--- src/rtl/mau_pkg.sv ---
// Shared encodings for the load/store sequencer: access sizes, FSM states, lane width.
// Build option MAU_MISALIGN_TRAP_EN is consumed by mem_access_unit, not here.
package mau_pkg;

    localparam logic [1:0] SZ_BYTE = 2'b00;
    localparam logic [1:0] SZ_HALF = 2'b01;
    localparam logic [1:0] SZ_WORD = 2'b10;

    localparam int LANE_W = 2;

    typedef enum logic [2:0] {
        IDLE  = 3'd0,
        READ  = 3'd1,
        CAPT  = 3'd2,
        WRITE = 3'd3,
        RESP  = 3'd4
    } mau_state_t;

    // Size 11 has no aligned form, so it always counts as misaligned.
    function automatic logic is_misaligned(input logic [1:0] size, input logic [LANE_W-1:0] lo);
        logic mis;
        case (size)
            SZ_BYTE: mis = 1'b0;
            SZ_HALF: mis = lo[0];
            SZ_WORD: mis = (lo != 2'b00);
            default: mis = 1'b1;
        endcase
        return mis;
    endfunction

endpackage

--- src/rtl/mau_byte_lane.sv ---
// Combinational lane logic: extracts and extends a load result from a memory word,
// and merges store data into that word for read-modify-write.
module mau_byte_lane
    import mau_pkg::*;
(
    input  logic [31:0]       i_word,
    input  logic [LANE_W-1:0] i_lane,
    input  logic [1:0]        i_size,
    input  logic              i_signed,
    input  logic [31:0]       i_wdata,
    output logic [31:0]       o_load,
    output logic [31:0]       o_merged
);

    logic [7:0]  w_byte;
    logic [15:0] w_half;

    // Load path: pick the addressed lane and extend to 32 bits.
    always_comb begin
        w_byte = 8'h00;
        w_half = 16'h0000;
        o_load = i_word;
        case (i_lane)
            2'b00:   w_byte = i_word[7:0];
            2'b01:   w_byte = i_word[15:8];
            2'b10:   w_byte = i_word[23:16];
            default: w_byte = i_word[31:24];
        endcase
        if (i_lane[1]) begin
            w_half = i_word[31:16];
        end else begin
            w_half = i_word[15:0];
        end
        case (i_size)
            SZ_BYTE: o_load = {{24{i_signed & w_byte[7]}}, w_byte};
            SZ_HALF: o_load = {{16{i_signed & w_half[15]}}, w_half};
            default: o_load = i_word;
        endcase
    end

    // Store path: overwrite only the addressed lane(s) of the word just read.
    always_comb begin
        o_merged = i_word;
        case (i_size)
            SZ_BYTE: begin
                case (i_lane)
                    2'b00:   o_merged[7:0]   = i_wdata[7:0];
                    2'b01:   o_merged[15:8]  = i_wdata[7:0];
                    2'b10:   o_merged[23:16] = i_wdata[7:0];
                    default: o_merged[31:24] = i_wdata[7:0];
                endcase
            end
            SZ_HALF: begin
                if (i_lane[1]) begin
                    o_merged[31:16] = i_wdata[15:0];
                end else begin
                    o_merged[15:0] = i_wdata[15:0];
                end
            end
            default: o_merged = i_wdata;
        endcase
    end

endmodule

--- src/rtl/mem_access_unit.sv ---
// Load/store sequencer in front of a synchronous word-wide memory; sub-word stores use RMW.
// Define MAU_MISALIGN_TRAP_EN to reject misaligned requests instead of aligning them down.
module mem_access_unit
    import mau_pkg::*;
#(
    parameter int ADDR_W = 32,
    parameter int DATA_W = 32
) (
    input  logic              clk,
    input  logic              rst_n,
    input  logic              req_valid,
    output logic              req_ready,
    input  logic              req_write,
    input  logic [1:0]        req_size,
    input  logic              req_signed,
    input  logic [ADDR_W-1:0] req_addr,
    input  logic [DATA_W-1:0] req_wdata,
    output logic              rsp_valid,
    output logic [DATA_W-1:0] rsp_rdata,
    output logic              rsp_misalign,
    output logic [ADDR_W-1:0] mem_addr,
    output logic [DATA_W-1:0] mem_wd,
    output logic              mem_we,
    input  logic [DATA_W-1:0] mem_rd
);

    mau_state_t        r_state;
    mau_state_t        w_next;
    logic              r_write;
    logic [1:0]        r_size;
    logic              r_signed;
    logic [LANE_W-1:0] r_lane;
    logic [ADDR_W-1:0] r_addr;
    logic [DATA_W-1:0] r_wdata;
    logic [DATA_W-1:0] r_wd;
    logic [DATA_W-1:0] r_rdata;
    logic              r_mis;

    logic              w_accept;
    logic              w_mis;
    logic [1:0]        w_size_eff;
    logic [ADDR_W-1:0] w_addr_eff;
    logic [DATA_W-1:0] w_load;
    logic [DATA_W-1:0] w_merged;

    assign w_accept     = req_valid && (r_state == IDLE);
    assign req_ready    = (r_state == IDLE);
    assign rsp_valid    = (r_state == RESP);
    assign mem_we       = (r_state == WRITE);
    assign mem_addr     = r_addr;
    assign mem_wd       = r_wd;
    assign rsp_rdata    = r_rdata;
    assign rsp_misalign = r_mis;

`ifdef MAU_MISALIGN_TRAP_EN
    // Classify the incoming request; misaligned ones go straight to RESP.
    always_comb begin
        w_size_eff = req_size;
        w_addr_eff = req_addr;
        w_mis      = is_misaligned(req_size, req_addr[1:0]);
    end
`else
    // Align the address down to the access size; size 11 behaves as a word.
    always_comb begin
        w_size_eff = req_size;
        w_addr_eff = req_addr;
        w_mis      = 1'b0;
        case (req_size)
            SZ_BYTE: w_addr_eff = req_addr;
            SZ_HALF: w_addr_eff[0] = 1'b0;
            default: begin
                w_size_eff      = SZ_WORD;
                w_addr_eff[1:0] = 2'b00;
            end
        endcase
    end
`endif

    mau_byte_lane u_lane (
        .i_word   (mem_rd),
        .i_lane   (r_lane),
        .i_size   (r_size),
        .i_signed (r_signed),
        .i_wdata  (r_wdata),
        .o_load   (w_load),
        .o_merged (w_merged)
    );

    // FSM state register.
    always_ff @(posedge clk or negedge rst_n) begin
        if (!rst_n) begin
            r_state <= IDLE;
        end else begin
            r_state <= w_next;
        end
    end

    // Next-state decode.
    always_comb begin
        w_next = r_state;
        case (r_state)
            IDLE: begin
                if (!w_accept) begin
                    w_next = IDLE;
                end else if (w_mis) begin
                    w_next = RESP;
                end else if (req_write && (w_size_eff == SZ_WORD)) begin
                    w_next = WRITE;
                end else begin
                    w_next = READ;
                end
            end
            READ:  w_next = CAPT;
            CAPT: begin
                if (r_write) begin
                    w_next = WRITE;
                end else begin
                    w_next = RESP;
                end
            end
            WRITE: w_next = RESP;
            RESP:  w_next = IDLE;
            default: w_next = IDLE;
        endcase
    end

    // Request latch, memory-side registers and response data.
    always_ff @(posedge clk or negedge rst_n) begin
        if (!rst_n) begin
            r_write  <= 1'b0;
            r_size   <= SZ_BYTE;
            r_signed <= 1'b0;
            r_lane   <= 2'b00;
            r_addr   <= '0;
            r_wdata  <= '0;
            r_wd     <= '0;
            r_rdata  <= '0;
            r_mis    <= 1'b0;
        end else begin
            case (r_state)
                IDLE: begin
                    if (w_accept) begin
                        r_write  <= req_write;
                        r_size   <= w_size_eff;
                        r_signed <= req_signed;
                        r_wdata  <= req_wdata;
                        r_rdata  <= '0;
                        r_mis    <= w_mis;
                        // A rejected request leaves the memory address untouched.
                        if (!w_mis) begin
                            r_addr <= {w_addr_eff[ADDR_W-1:2], 2'b00};
                            r_lane <= w_addr_eff[1:0];
                            if (req_write && (w_size_eff == SZ_WORD)) begin
                                r_wd <= req_wdata;
                            end
                        end
                    end
                end
                CAPT: begin
                    if (r_write) begin
                        r_wd <= w_merged;
                    end else begin
                        r_rdata <= w_load;
                    end
                end
                default: r_mis <= r_mis;
            endcase
        end
    end

endmodule

--- config.mk ---
export PLATFORM = sky130hd
export DESIGN_NAME = mem_access_unit
export DESIGN_NICKNAME = d
export VERILOG_FILES = /design/src/rtl/mau_pkg.sv /design/src/rtl/mau_byte_lane.sv /design/src/rtl/mem_access_unit.sv
export SDC_FILE = /design/constraint.sdc
export NUM_CORES = 1
export LEC_CHECK = 0
export ABC_AREA = 1
export BUFFER_PORTS_ARGS = -buffer_cell sky130_fd_sc_hd__buf_2
export CELL_PAD_IN_SITES_DETAIL_PLACEMENT = 0
export CELL_PAD_IN_SITES_GLOBAL_PLACEMENT = 1
export CORE_MARGIN = 2
export CORE_UTILIZATION = 34
export CTS_BUF_LIST = sky130_fd_sc_hd__clkbuf_8
export CTS_CLUSTER_DIAMETER = 120
export CTS_CLUSTER_SIZE = 25
export DETAILED_ROUTE_END_ITERATION = 12
export HOLD_SLACK_MARGIN = 0.02
export PLACE_DENSITY = 0.78
export SYNTH_ARGS = -nofsm -noshare
export SYNTH_HDL_FRONTEND = slang
export SYNTH_SLANG_ARGS = --single-unit
--- constraint.sdc ---
create_clock -name clk -period 1.3 [get_ports clk]
set_input_delay 0.13 -clock clk [delete_from_list [all_inputs] [get_ports clk]]
set_output_delay 0.13 -clock clk [all_outputs]
set_load 0.005 [all_outputs]
# [After elaboration in Yosys (flattened, before gate mapping)]
# Cells that the tools add are included.
[word_totals] inputBits=103 regBits=135
[op_classes] n_reduce_logical=12 mux=24 eq_ne=13 bitwise_logic=2
[op_table] op="$pmux W32 S2" n=4
[op_table] op="$mux W32" n=5
[op_table] op="$mux W16" n=3
[op_table] op="$mux W8" n=4
[op_table] op="$pmux W8 S3" n=1
[op_table] op="$pmux W3 S4" n=1
[op_table] op="$eq A2 B1 Y1 const B" n=3
[op_table] op="$eq A3 B2 Y1 const B" n=2
[op_table] op="$logic_not A2 Y1" n=3
[op_table] op="$mux W2" n=3
[op_table] op="$eq A2 B2 Y1 const B" n=2
[op_table] op="$ne A2 B1 Y1 const B" n=2
[op_table] op="$ne A2 B2 Y1 const B" n=2
[op_table] op="$reduce_and A4 Y1" n=1
[op_table] op="$eq A3 B1 Y1 const B" n=1
[op_table] op="$eq A3 B3 Y1 const B" n=1
[op_table] op="$logic_not A3 Y1" n=1
[op_table] op="$mux W3" n=1
[op_table] op="$reduce_and A3 Y1" n=1
[op_table] op="$reduce_or A3 Y1" n=1
[op_table] op="$and A1 B1 Y1" n=2
[op_table] op="$logic_and A1 B1 Y1" n=2
[op_table] op="$mux W1" n=2
[op_table] op="$reduce_and A2 Y1" n=1
[op_table] op="2 further kinds" n=2

# [Logic depth before layout (Yosys ltp)]
# Gate-level depths: netlist (run 1).
[depth] depth_word=8 mapped_depth=10 depth_no_buf=9

# [Hierarchy]
# From an unflattened synthesis (run 1), not the netlist that was laid out.
[hier_totals] hier_cells=1051 hier_area_um2=7596.0
[by_module_without_submodules] mod="mem_access_unit" n_inst=1 area_per_inst_um2=5764.3 cells_per_inst=694
[by_module_without_submodules] mod="mau_byte_lane" n_inst=1 area_per_inst_um2=1831.8 cells_per_inst=357

# [Least setup slack after synthesis (run 1)]
# OpenSTA, ideal clock, no wires.
[synth_path] path_kind="reg-to-reg" startpoint="register r_size[0]" endpoint="register r_rdata[21], in the netlist rsp_rdata[21]" setup_time_ps=117 path_stages_with_launch=9 slack_ps=-108 period_less_slack_ps=1408 arrival_time_ps=1292 required_ps=1183 path_cell_list="dfrtp_1 > nor2_4 > inv_2 > buf_6 > o211ai_1 > nand2_4 > buf_6 > nand2_1 > nand2_1"
[synth_between] elab_chain_cells=4 elab_cells_between_ends=5 cone_classes="1 x eq/ne; 3 x mux; 1 x reduce/logical"
[synth_lines] element="from (decl)" line_no="mem_access_unit.sv:30" text="logic [1:0] r_size;"
[synth_lines] element="from (signal assigned)" line_no="mem_access_unit.sv:144" text="r_size <= w_size_eff;"
[synth_lines] element="$eq A2 B1 Y1 or $logic_not A2 Y1 (tied branches)" line_no="mau_byte_lane.sv:34" text="case (i_size)"
[synth_lines] element="$pmux W32 S2 *" line_no="mau_byte_lane.sv:34"
[synth_lines] element="$mux W32 *" line_no="mem_access_unit.sv:160" text="if (r_write) begin"
[synth_lines] element="$pmux W32 S2 *" line_no="mem_access_unit.sv:140" text="case (r_state)"
[synth_lines] element="to (signal assigned)" line_no="mem_access_unit.sv:163" text="r_rdata <= w_load;"
[synth_lines] element="to (decl)" line_no="mem_access_unit.sv:36" text="logic [DATA_W-1:0] r_rdata;"
# Every way passes the cells marked *; elsewhere a longest branch is shown, timed or not. The select of a mux whose other input is x is not followed.
# A chain may end at the register's enable or synchronous reset.

# [Final worst setup path (run 1)]
[layout_path] startpoint="register r_state[2]" endpoint="register r_wd[1], in the netlist mem_wd[1]"
[layout_between] elab_chain_cells=4 elab_cells_between_ends=9 cone_classes="4 x eq/ne; 1 x mux; 4 x reduce/logical"
[layout_lines] element="from (decl)" line_no="mem_access_unit.sv:27" text="mau_state_t r_state;"
[layout_lines] element="from (signal assigned)" line_no="mem_access_unit.sv:94" text="r_state <= w_next;"
[layout_lines] element="$logic_not A3 Y1" line_no="mem_access_unit.sv:46, mem_access_unit.sv:140"
[layout_lines] element="$logic_and A1 B1 Y1" line_no="mem_access_unit.sv:46" text="assign w_accept = req_valid && (r_state == IDLE);"
[layout_lines] element="$ne A2 B1 Y1 (no line)"
[layout_lines] element="$reduce_and A4 Y1 (no line)"
[layout_lines] element="to (signal assigned)" line_no="mem_access_unit.sv:154" text="r_wd <= req_wdata;"
[layout_lines] element="to (signal assigned)" line_no="mem_access_unit.sv:161" text="r_wd <= w_merged;"
[layout_lines] element="to (decl)" line_no="mem_access_unit.sv:35" text="logic [DATA_W-1:0] r_wd;"
# Several ways; a longest one is shown, not always the timed one.

==> results.json, run 1 <==
{
  "setup.reg_to_reg.worst_slack_ns": -0.26,
  "cts_tree": "done",
  "layout.nets": 1459,
  "synth_area_leader_cell": "sky130_fd_sc_hd__dfrtp_1",
  "ys_top_cells_by_area": "sky130_fd_sc_hd__dfrtp_1 (48%), sky130_fd_sc_hd__nand2_1 (26%), sky130_fd_sc_hd__nor2_1 (4.1%)",
  "via_count": 8088,
  "synthDominantCellAreaShare_pct": 48.0,
  "crit_path_start_kind": "register",
  "critical-path-slowest-cell": "sky130_fd_sc_hd__dfrtp_1",
  "timing.critical_path.fanout_max": 15,
  "cts.sinks": 135,
  "power.ir.vdd_worst_v": 0.000911,
  "post-route-drc-count": 0,
  "combinational_family_with_the_most_area_after_synthesis": "simple AND/OR/NAND/NOR gates",
  "register_area_um2": 3380,
  "synthAdderAreaFrac_pct": 0,
  "drv_cap": 0,
  "cellPowerDensity_nw_per_um2": 2400,
  "place_congestion": 0.892,
  "final_layout_size_suffix_gt1_share_pct": 39.0,
  "path_class": "reg -> reg",
  "grt_pass1_vias": 7601,
  "drt_wl_total_um": 29400,
  "ant_nets": 0,
  "synthArstFlopShare_pct": 100,
  "crit_path_frequent_cell": "sky130_fd_sc_hd__nand2_1",
  "synth_sequential_area_ratio_pct": 48.0,
  "drt_iter0_drc": 653,
  "timing_max_transition_violations_final": 0,
  "via_per_inst": 4.93,
  "hold_slack_ns": 0.0305,
  "finalHoldViolCount": 0,
  "setup_viol": 137,
  "postLayoutSetupSlackWorst_ns": -0.264,
  "cts.root.buffer_cell": "sky130_fd_sc_hd__clkbuf_8",
  "critical_path_required_ns": 1.67,
  "status": "finished, violations left",
  "total_power_mw": 27.6,
  "timing.fmax_mhz": 640,
  "final_area_um2": 11500,
  "number_of_synthesized_flops_with_an_enable_pin": 0,
  "slew_headroom_pct": 62.2,
  "number_of_antenna_violations_at_the_first_check_in_global_routing": 1,
  "dpl.hpwl_um": 18500,
  "ys.flop_type": "sky130_fd_sc_hd__dfrtp_1",
  "start_util_pct": 34.7,
  "floorplan.core_area_um2": 20300,
  "clk_transition_reported_paths_ns": 0.08,
  "commonest_non_fill_non_tap_cells_in_the_layout": "sky130_fd_sc_hd__nand2_1 (384), sky130_fd_sc_hd__buf_2 (198), sky130_fd_sc_hd__dfrtp_1 (133)",
  "synth-compound-area-share_pct": 8.07,
  "drt_first_pass_iters": 5,
  "worstMarginPinSlew_ns": 0.567,
  "track_usage_pct": 25.2,
  "arrival_ns": 1.93,
  "share_of_synthesized_area_spent_on_multiplexers_pct": 0,
  "clock_tree.htree_level_count": 4,
  "layout-area-overhead-vs-synth_pct": 63.8,
  "rr_startpoint": "r_state[2]",
  "rsz_0062_raised_after_global_routing": "true",
  "xor_xnor_share_of_the_synthesized_area_pct": 0,
  "post-route-period-util_pct": 120,
  "setup.worst_path.end_class": "register",
  "power_leakage_nw": 6.14,
  "ff2ff_path_depth": 10,
  "critical_path.endpoint": "mem_wd[1]",
  "ys_warn_count": 0,
  "delay_of_the_slowest_cell_on_the_worst_path_ns": 0.41,
  "global_route.overflow_total": 0,
  "failed_checks": "negative setup slack",
  "ys_ff_latch": 135,
  "synth_area_um2": 7040,
  "worstReg2RegEnd": "mem_wd[1]",
  "fin_setup_tns_ns": -24.28,
  "synthesis.area_per_instance_um2": 7.10,
  "worstSkewPairLatency_ns": 0.48,
  "timing.critical_path.cells": "nor2_4, buf_6, nand2_4, inv_8, nand2_8, nand3_4, clkbuf_16, nor2_1, nand2_1, nand2_1",
  "place_inst": 1490,
  "ioPinCount": 203,
  "grt_first_pass_wirelength_um": 42100,
  "die_boundary_width_um": 148,
  "post_synth_and_or_nand_nor_area_fraction_pct": 36.1,
  "fill_cells": 1853,
  "worstSetupStartpoint": "r_state[2]",
  "hold_class": "in -> reg",
  "dieHeight_um": 148,
  "final.setup_skew_ns": 0.0158,
  "area_occupied_by_multi_input_gates_um2": 3780,
  "dpl_cell_area_um2": 8800,
  "timing.final.crit_period_ns": 1.56,
  "synth.lib_cells_used.distinct": 26,
  "cts_inserted_buffers": 17,
  "mostFrequentLayoutCell": "sky130_fd_sc_hd__nand2_1",
  "num_rows": 52,
  "syn-instance-count": 991,
  "clock_tree.buffer_depth": 2,
  "routed_wire_length_per_instance_um": 17.9,
  "dieArea_um2": 21900,
  "grt_max_degree": 95,
  "fin_cells": 1640,
  "io_buffer_count": 199
}
## kinds of logic after synthesis
| logic type | after synthesis |
|---|---|
| buffers and inverters | 118 |
| other | 1 |
| and+or+nand+nor | 636 |
| DFF | 135 |
| AOI/OAI and AO/OA | 101 |
## metrics by stage
step | util, % | setup slack (ns)
3_5_place_dp | 43.4 | -0.187
6_report | 56.8 | -0.264
4_1_cts | 52.4 | -0.223
3_3_place_gp | 43.4 | -0.163
5_1_grt | 56.8 | -0.329
2_1_floorplan | - | -0.107
## critical path: cells and delay by family (launching register included)
family	cells	cell delay, ns
AND/OR/NAND/NOR	7	0.62
buffers and inverters	3	0.43
flip-flops	1	0.41
## how the worst min path moves through the flow
stage / startpoint / endpoint / cells after the start
CTS: mem_rd[28] / mem_wd[28] / 5
detailed placement: rst_n / mem_wd[9] / 2
floorplan: rst_n / mem_addr[10] / 0
finish: mem_rd[30] / mem_wd[30] / 5
global placement: rst_n / mem_wd[8] / 2
global route: mem_rd[3] / mem_wd[3] / 5
## Yosys cell counts, types with 2 or more instances
cell type,number
sky130_fd_sc_hd__o211ai_1,19
sky130_fd_sc_hd__nand2_1,494
sky130_fd_sc_hd__nor2_4,3
sky130_fd_sc_hd__nor3_1,2
sky130_fd_sc_hd__clkbuf_1,10
sky130_fd_sc_hd__o21ai_0,44
sky130_fd_sc_hd__buf_2,20
sky130_fd_sc_hd__inv_1,59
sky130_fd_sc_hd__nand4_1,9
sky130_fd_sc_hd__buf_1,2
sky130_fd_sc_hd__nand3_1,45
sky130_fd_sc_hd__inv_2,10
sky130_fd_sc_hd__nor2_1,76
sky130_fd_sc_hd__nand2_4,3
sky130_fd_sc_hd__buf_6,4
sky130_fd_sc_hd__buf_4,13
sky130_fd_sc_hd__a21oi_1,35
sky130_fd_sc_hd__dfrtp_1,135
## state kept, by name, summed over array words and instances, names as in the netlist
| signal | count |
|---|---|
| r_size | 2 |
| mem_wd | 32 |
| r_signed | 1 |
| rsp_rdata | 32 |
| r_wdata | 32 |
| r_lane | 2 |
| r_state | 3 |
| r_write | 1 |
| mem_addr | 30 |
## report_power, final
part           internal, mW  switching [mW]  leakage [nW]
Clock                  2.38            1.81         0.233
Combinational          7.24            8.58          4.20
Sequential             6.12            1.48          1.70
Total                  15.7            11.9          6.14
## routing by layer
metal / share of wire, % / up-vias / GRT usage (%)
met5: 0 / - / 0
met4: 3.2 / 0 / 8.71
met3: 5.8 / 68 / 4.32
met2: 47 / 312 / 40.3
met1: 44 / 3875 / 34.6
li1: - / 3833 / -
## final cells by class
class / count / area share, %
Sequential cell: 135 / 29.3
Clock buffer: 19 / 2.27
Clock inverter: 13 / 1.75
Tap cell: 270 / 2.93
Multi-Input combinational cell: 742 / 32.8
Timing Repair Buffer: 391 / 28.3
Inverter: 69 / 2.62
Antenna cell: 1 / 0.0217
## what timing repair did
item                                    in CTS  in global routing
cloned                                      14                 12
pin swaps                                   11                 53
hold buffers                                71                  0
gates resized for setup                     83                212
endpoints found under the setup margin     136                138
buffers inserted                            13                 13
endpoints found under the hold margin      222                  0
Note: power is estimated with default switching activity, not from simulation.
==> run 2, diff against run 1 <==
- CORE_UTILIZATION: 34 -> 24
- CTS_CLUSTER_SIZE: 25 -> 28
- PLACE_DENSITY: 0.78 -> 0.59
- clock period: 1.3 -> 1.35 ns (I/O delays scaled with it)
==> run 2 against run 1 <==
The flow still finishes with violations (negative setup slack). Critical endpoint is now r_wdata[12]. Register-to-register slack better by 0.05 ns. Clock power is 7.4% lower. Sequential cell count stayed put. Fmax is 0.28% higher. Core utilization is 15 points lower. Critical path depth is 2 lower. Critical path type unchanged. Setup slack better by 0.054 ns. Sequential power is 5.7% lower. Power is 0.48% higher. Die area is 40% higher.
==> results.json, run 2 (same netlist as run 1, synthesis figures left out) <==
{
  "drt_first_pass_iters": 4,
  "critical_path_required_ns": 1.70,
  "final_layout_size_suffix_gt1_share_pct": 39.4,
  "rr_startpoint": "r_state[0]",
  "global_route.overflow_total": 0,
  "start_util_pct": 24.4,
  "grt_first_pass_wirelength_um": 45600,
  "clock_tree.htree_level_count": 4,
  "power.ir.vdd_worst_v": 0.000982,
  "cellPowerDensity_nw_per_um2": 2330,
  "failed_checks": "negative setup slack",
  "place_congestion": 0.831,
  "worstHoldStart": "mem_rd[26]",
  "ioPinCount": 203,
  "io_buffer_count": 199,
  "worstSkewPairLatency_ns": 0.47,
  "cts_tree": "done",
  "via_count": 7807,
  "layout.nets": 1459,
  "timing.final.crit_period_ns": 1.56,
  "delay_of_the_slowest_cell_on_the_worst_path_ns": 0.41,
  "track_usage_pct": 19.8,
  "timing_max_transition_violations_final": 0,
  "post-route-drc-count": 0,
  "postLayoutSetupSlackWorst_ns": -0.209,
  "dieHeight_um": 175,
  "cts.root.buffer_cell": "sky130_fd_sc_hd__clkbuf_8",
  "arrival_ns": 1.91,
  "timing.critical_path.max_delay_family": "buffers and inverters",
  "status": "finished, violations left",
  "commonest_non_fill_non_tap_cells_in_the_layout": "sky130_fd_sc_hd__nand2_1 (401), sky130_fd_sc_hd__buf_2 (199), sky130_fd_sc_hd__dfrtp_1 (133)",
  "cts_inserted_buffers": 17,
  "rsz_0062_raised_after_global_routing": "true",
  "clk_transition_reported_paths_ns": 0.10,
  "crit_path_start_kind": "register",
  "timing.critical_path.cells": "nor2_4, nand2_2, nor2_4, buf_12, buf_16, buf_4, buf_16, o21ai_1",
  "number_of_antenna_violations_at_the_first_check_in_global_routing": 1,
  "final.setup_skew_ns": 0.0122,
  "holdPathStages": 5,
  "power_leakage_nw": 6.21,
  "mostFrequentLayoutCell": "sky130_fd_sc_hd__nand2_1",
  "crit_buf_inv": 4,
  "cts.sinks": 135,
  "worstMarginPinSlew_ns": 0.521,
  "worstReg2RegEnd": "r_wdata[12]",
  "dieArea_um2": 30700,
  "setup.worst_path.end_class": "register",
  "slew_headroom_pct": 65.3,
  "path_class": "reg -> reg",
  "place_inst": 1594,
  "via_per_inst": 4.45,
  "dpl.hpwl_um": 20000,
  "floorplan.core_area_um2": 28800,
  "setup_viol": 138,
  "dpl_cell_area_um2": 8860,
  "timing.critical_path.fanout_max": 6,
  "drt_iter0_drc": 438,
  "hold_end": "mem_wd[26]",
  "grt_max_degree": 85,
  "timing.fmax_mhz": 641,
  "critical-path-slowest-cell": "sky130_fd_sc_hd__dfrtp_1",
  "num_rows": 62,
  "finalHoldViolCount": 0,
  "clock_tree.buffer_depth": 2,
  "drt_wl_total_um": 30800,
  "layout-area-overhead-vs-synth_pct": 69.6,
  "hold_class": "in -> reg",
  "ant_nets": 0,
  "fin_cells": 1754,
  "setup.reg_to_reg.worst_slack_ns": -0.21,
  "final_area_um2": 11900,
  "grt_pass1_vias": 7587,
  "ff2ff_path_depth": 8,
  "post-route-period-util_pct": 116,
  "drv_cap": 0,
  "die_boundary_width_um": 175,
  "routed_wire_length_per_instance_um": 17.6
}
run 2: changes by cell type in the layout (fill, tap and decap cells not counted), sizes merged, moves of 2 or more:
cell         change
clkbuf           -8
buf              +6
inv              +5
bufbuf           +3
dlygate4sd3      -3
bufinv           -2
run 2: repair_timing:
item,in CTS,in global routing
gates cloned,22,4
endpoints found under the setup margin,137,138
gates resized for setup,217,103
pin swaps,46,61
setup buffers,27,9
hold buffers,68,0
hold endpoints to repair,221,0
run 2: area by class of cell:
cell class / instances / area, um^2
Fill cell: 3051 / 16900
Inverter: 69 / 314
Timing Repair inverter: 1 / 8.76
Timing Repair Buffer: 391 / 3490
Tap cell: 384 / 480
Multi-Input combinational cell: 741 / 3830
Clock inverter: 15 / 190
Antenna cell: 1 / 2.50
Clock buffer: 17 / 234
Sequential cell: 135 / 3380
run 2: how the worst max path moves through the flow:
| stage | start | to | slack (ns) | cells after the start |
|---|---|---|---|---|
| 2_1_floorplan | r_size[1] | rsp_rdata[21] | -0.06 | 8 |
| 3_3_place_gp | r_state[2] | rsp_rdata[1] | -0.14 | 9 |
| 3_5_place_dp | r_size[1] | rsp_rdata[3] | -0.16 | 7 |
| 4_1_cts | r_state[0] | req_ready | -0.22 | 5 |
| 5_1_grt | r_state[0] | mem_addr[6] | -0.28 | 9 |
| 6_report | r_state[0] | r_wdata[12] | -0.21 | 8 |
run 2: report_power, final:
part | switching [mW] | internal [mW] | total (mW)
combinational | 8.89 | 7.81 | 16.7
clock | 2.00 | 1.88 | 3.88
sequential | 1.28 | 5.89 | 7.17
total | 12.2 | 15.6 | 27.7
run 2: worst register-to-register path, delay by kind of cell, from the launching register on:
family          cells  cell delay, ns
compound gates      1            0.05
buf+inv             4            0.58
flops               1            0.41
simple gates        3            0.42
run 2: through the flow:
step	power (mW)	setup slack, ns	hold slack [ns]	setup TNS [ns]	utilization [%]
after floorplan	13.1	-0.0566	-0.161	-0.566	-
after global placement	17.7	-0.140	0.141	-10.77	30.8
after detailed placement	17.8	-0.164	0.139	-11.66	30.8
after CTS	26.5	-0.218	0.0238	-18.34	39.8
after global routing	29.6	-0.284	0.0451	-29.96	41.4
final	27.7	-0.209	0.0412	-19.02	41.4
run 2: routing by layer:
metal	global-route usage, %	share of wire, %	up-vias
li1	-	-	3833
met1	28.2	48	3735
met2	31.0	46	211
met3	3.20	4.7	28
met4	5.24	1.6	0
met5	0	0	-
==> run 3, diff against run 2 <==
- GPL_TIMING_DRIVEN: not set -> 0
- REMOVE_ABC_BUFFERS: not set -> 1
==> run 3 against run 2 <==
The flow still finishes with violations (negative setup slack). Worst hold slack better by 0.010 ns. Clock power up 9.0%. Clock skew rose by 0.0034 ns. Final area down 3.6%. Global-route usage rose by 0.64 points. Non-clock buffer count down 48. Count of clock-buffer cells in the layout is 1 higher. Sequential share of layout area grew 1.1 points. Power fell by 3.6%. Sequential cell count stayed put. Critical endpoint is now mem_wd[7]. Highest routed layer unchanged.
==> results.json, run 3 (same netlist as run 1, synthesis figures left out) <==
{
  "cellPowerDensity_nw_per_um2": 2330,
  "number_of_antenna_violations_at_the_first_check_in_global_routing": 6,
  "routed_wire_length_per_instance_um": 18.7,
  "postLayoutSetupSlackWorst_ns": -0.333,
  "num_rows": 62,
  "crit_path_start_kind": "register",
  "timing.final.crit_period_ns": 1.68,
  "worstSetupStartpoint": "r_state[0]",
  "clock_tree.buffer_depth": 2,
  "cts.root.buffer_cell": "sky130_fd_sc_hd__clkbuf_8",
  "fill_cells": 3057,
  "place_congestion": 0.768,
  "rsz_0062_raised_after_global_routing": "true",
  "cts_inserted_buffers": 17,
  "global_route.overflow_total": 0,
  "grt_first_pass_wirelength_um": 46500,
  "dieArea_um2": 30700,
  "register_area_um2": 3390,
  "timing_max_transition_violations_final": 0,
  "post-route-drc-count": 0,
  "via_per_inst": 4.46,
  "drt_wl_total_um": 32300,
  "worstReg2RegEnd": "mem_wd[7]",
  "layout-area-overhead-vs-synth_pct": 63.4,
  "dp_slack_ns": -2.33,
  "path_class": "reg -> reg",
  "slew_headroom_pct": 48.6,
  "failed_checks": "negative setup slack",
  "dieHeight_um": 175,
  "floorplan.core_area_um2": 28800,
  "grt_max_degree": 74,
  "worstMarginPinSlew_ns": 0.772,
  "drt_first_pass_iters": 5,
  "fin_cells": 1728,
  "mostFrequentLayoutCell": "sky130_fd_sc_hd__nand2_1",
  "commonest_non_fill_non_tap_cells_in_the_layout": "sky130_fd_sc_hd__nand2_1 (402), sky130_fd_sc_hd__buf_2 (197), sky130_fd_sc_hd__dfrtp_1 (130)",
  "fin_setup_tns_ns": -34.94,
  "ant_nets": 0,
  "layout.nets": 1428,
  "hold_class": "in -> reg",
  "io_buffer_count": 199,
  "post-route-period-util_pct": 125,
  "layout.core_utilization_pct": 39.9,
  "arrival_ns": 2.03,
  "drt_iter0_drc": 433,
  "clock_tree.htree_level_count": 4,
  "start_util_pct": 24.4,
  "drv_cap": 0,
  "finalHoldViolCount": 0,
  "ioPinCount": 203,
  "rr_startpoint": "r_state[0]",
  "setup_viol": 138,
  "cts.sinks": 135,
  "total_power_mw": 26.7,
  "area_occupied_by_multi_input_gates_um2": 3860,
  "status": "finished, violations left",
  "dpl.hpwl_um": 18000,
  "ff2ff_path_depth": 10,
  "via_count": 7712,
  "critical_path.endpoint": "mem_wd[7]",
  "power_leakage_nw": 5.96,
  "critical_path_required_ns": 1.70,
  "timing.critical_path.fanout_max": 8,
  "die_boundary_width_um": 175,
  "track_usage_pct": 20.4,
  "clk_transition_reported_paths_ns": 0.09,
  "power.ir.vdd_worst_v": 0.000695,
  "final.setup_skew_ns": 0.0156,
  "final_layout_size_suffix_gt1_share_pct": 35.9,
  "worstSkewPairLatency_ns": 0.46,
  "cts_tree": "done",
  "grt_pass1_vias": 7542,
  "setup.reg_to_reg.worst_slack_ns": -0.33,
  "place_inst": 1531,
  "timing.fmax_mhz": 594,
  "setup.worst_path.end_class": "register"
}
[run 3: cell types whose count changed in the layout (fill, tap and decap cells not counted), moves of 6 or more]
cell	delta
sky130_fd_sc_hd__o21ai_2	+11
sky130_fd_sc_hd__inv_6	-7
sky130_fd_sc_hd__nand2_4	+6
sky130_fd_sc_hd__buf_6	-17
sky130_fd_sc_hd__nor2_2	-12
sky130_fd_sc_hd__inv_16	+8
sky130_fd_sc_hd__o21ai_0	-6
sky130_fd_sc_hd__nand3_1	+16
sky130_fd_sc_hd__buf_4	-18
sky130_fd_sc_hd__buf_16	-11
sky130_fd_sc_hd__nand3_2	-16
sky130_fd_sc_hd__nor2_1	+18
[run 3: area by class of cell]
| class | instances | area share, % |
|---|---|---|
| repair inverters | 10 | 1.44 |
| multi-input cells | 749 | 33.6 |
| repair buffers | 343 | 24.2 |
| diodes | 6 | 0.131 |
| well taps | 384 | 4.18 |
| flip-flops and latches | 135 | 29.5 |
| clock inverters | 14 | 2.02 |
| clock buffers | 18 | 2.15 |
| inverters | 69 | 2.84 |
[run 3: per-stage QoR]
step	area, um^2	hold WS (ns)
6_report	11500	0.0512
3_5_place_dp	8330	0.237
3_3_place_gp	8230	0.334
4_1_cts	10900	0.0246
2_1_floorplan	6760	-0.161
5_1_grt	11500	0.0506
[run 3: how the worst min path moves through the flow]
| stage | from | cells past startpoint | slack [ns] | to |
|---|---|---|---|---|
| final | mem_rd[1] | 5 | 0.05 | mem_wd[1] |
| after global routing | mem_rd[28] | 5 | 0.05 | mem_wd[28] |
| after detailed placement | rst_n | 1 | 0.24 | mem_addr[11] |
| after global placement | req_addr[22] | 3 | 0.33 | mem_addr[22] |
| after floorplan | rst_n | 0 | -0.16 | mem_addr[10] |
| after CTS | mem_rd[19] | 5 | 0.02 | mem_wd[19] |
[run 3: timing repair]
item                       CTS  global route
setup endpoints to repair  138           138
hold buffers                71             0
pin swaps                   21            17
setup buffers               44            18
gates cloned                23             5
gates resized for setup    199           105
hold endpoints to repair   157             0
[run 3: power by group]
part,internal (mW),switching [mW]
Sequential,5.91,1.40
Clock,2.42,1.81
Combinational,6.32,8.89
[run 3: worst max-delay path, cell delays in order (launching register included)]
cell and delay (ns):
sky130_fd_sc_hd__dfrtp_1 0.43, sky130_fd_sc_hd__nor2_4 0.20, sky130_fd_sc_hd__buf_12 0.13, sky130_fd_sc_hd__nand2_8 0.08, sky130_fd_sc_hd__inv_16 0.07, sky130_fd_sc_hd__nand2_8 0.12
sky130_fd_sc_hd__buf_12 0.19, sky130_fd_sc_hd__nand3_4 0.18, sky130_fd_sc_hd__nor2_1 0.07, sky130_fd_sc_hd__nand2_1 0.06, sky130_fd_sc_hd__nand2_1 0.05
[run 3: routing by layer]
layer | up-vias | track usage [%] | wire, um
li1 | 3786 | - | -
met1 | 3629 | 27.0 | 14300
met2 | 250 | 33.1 | 15300
met3 | 47 | 4.18 | 1840
met4 | 0 | 7.29 | 828
met5 | - | 0 | 0
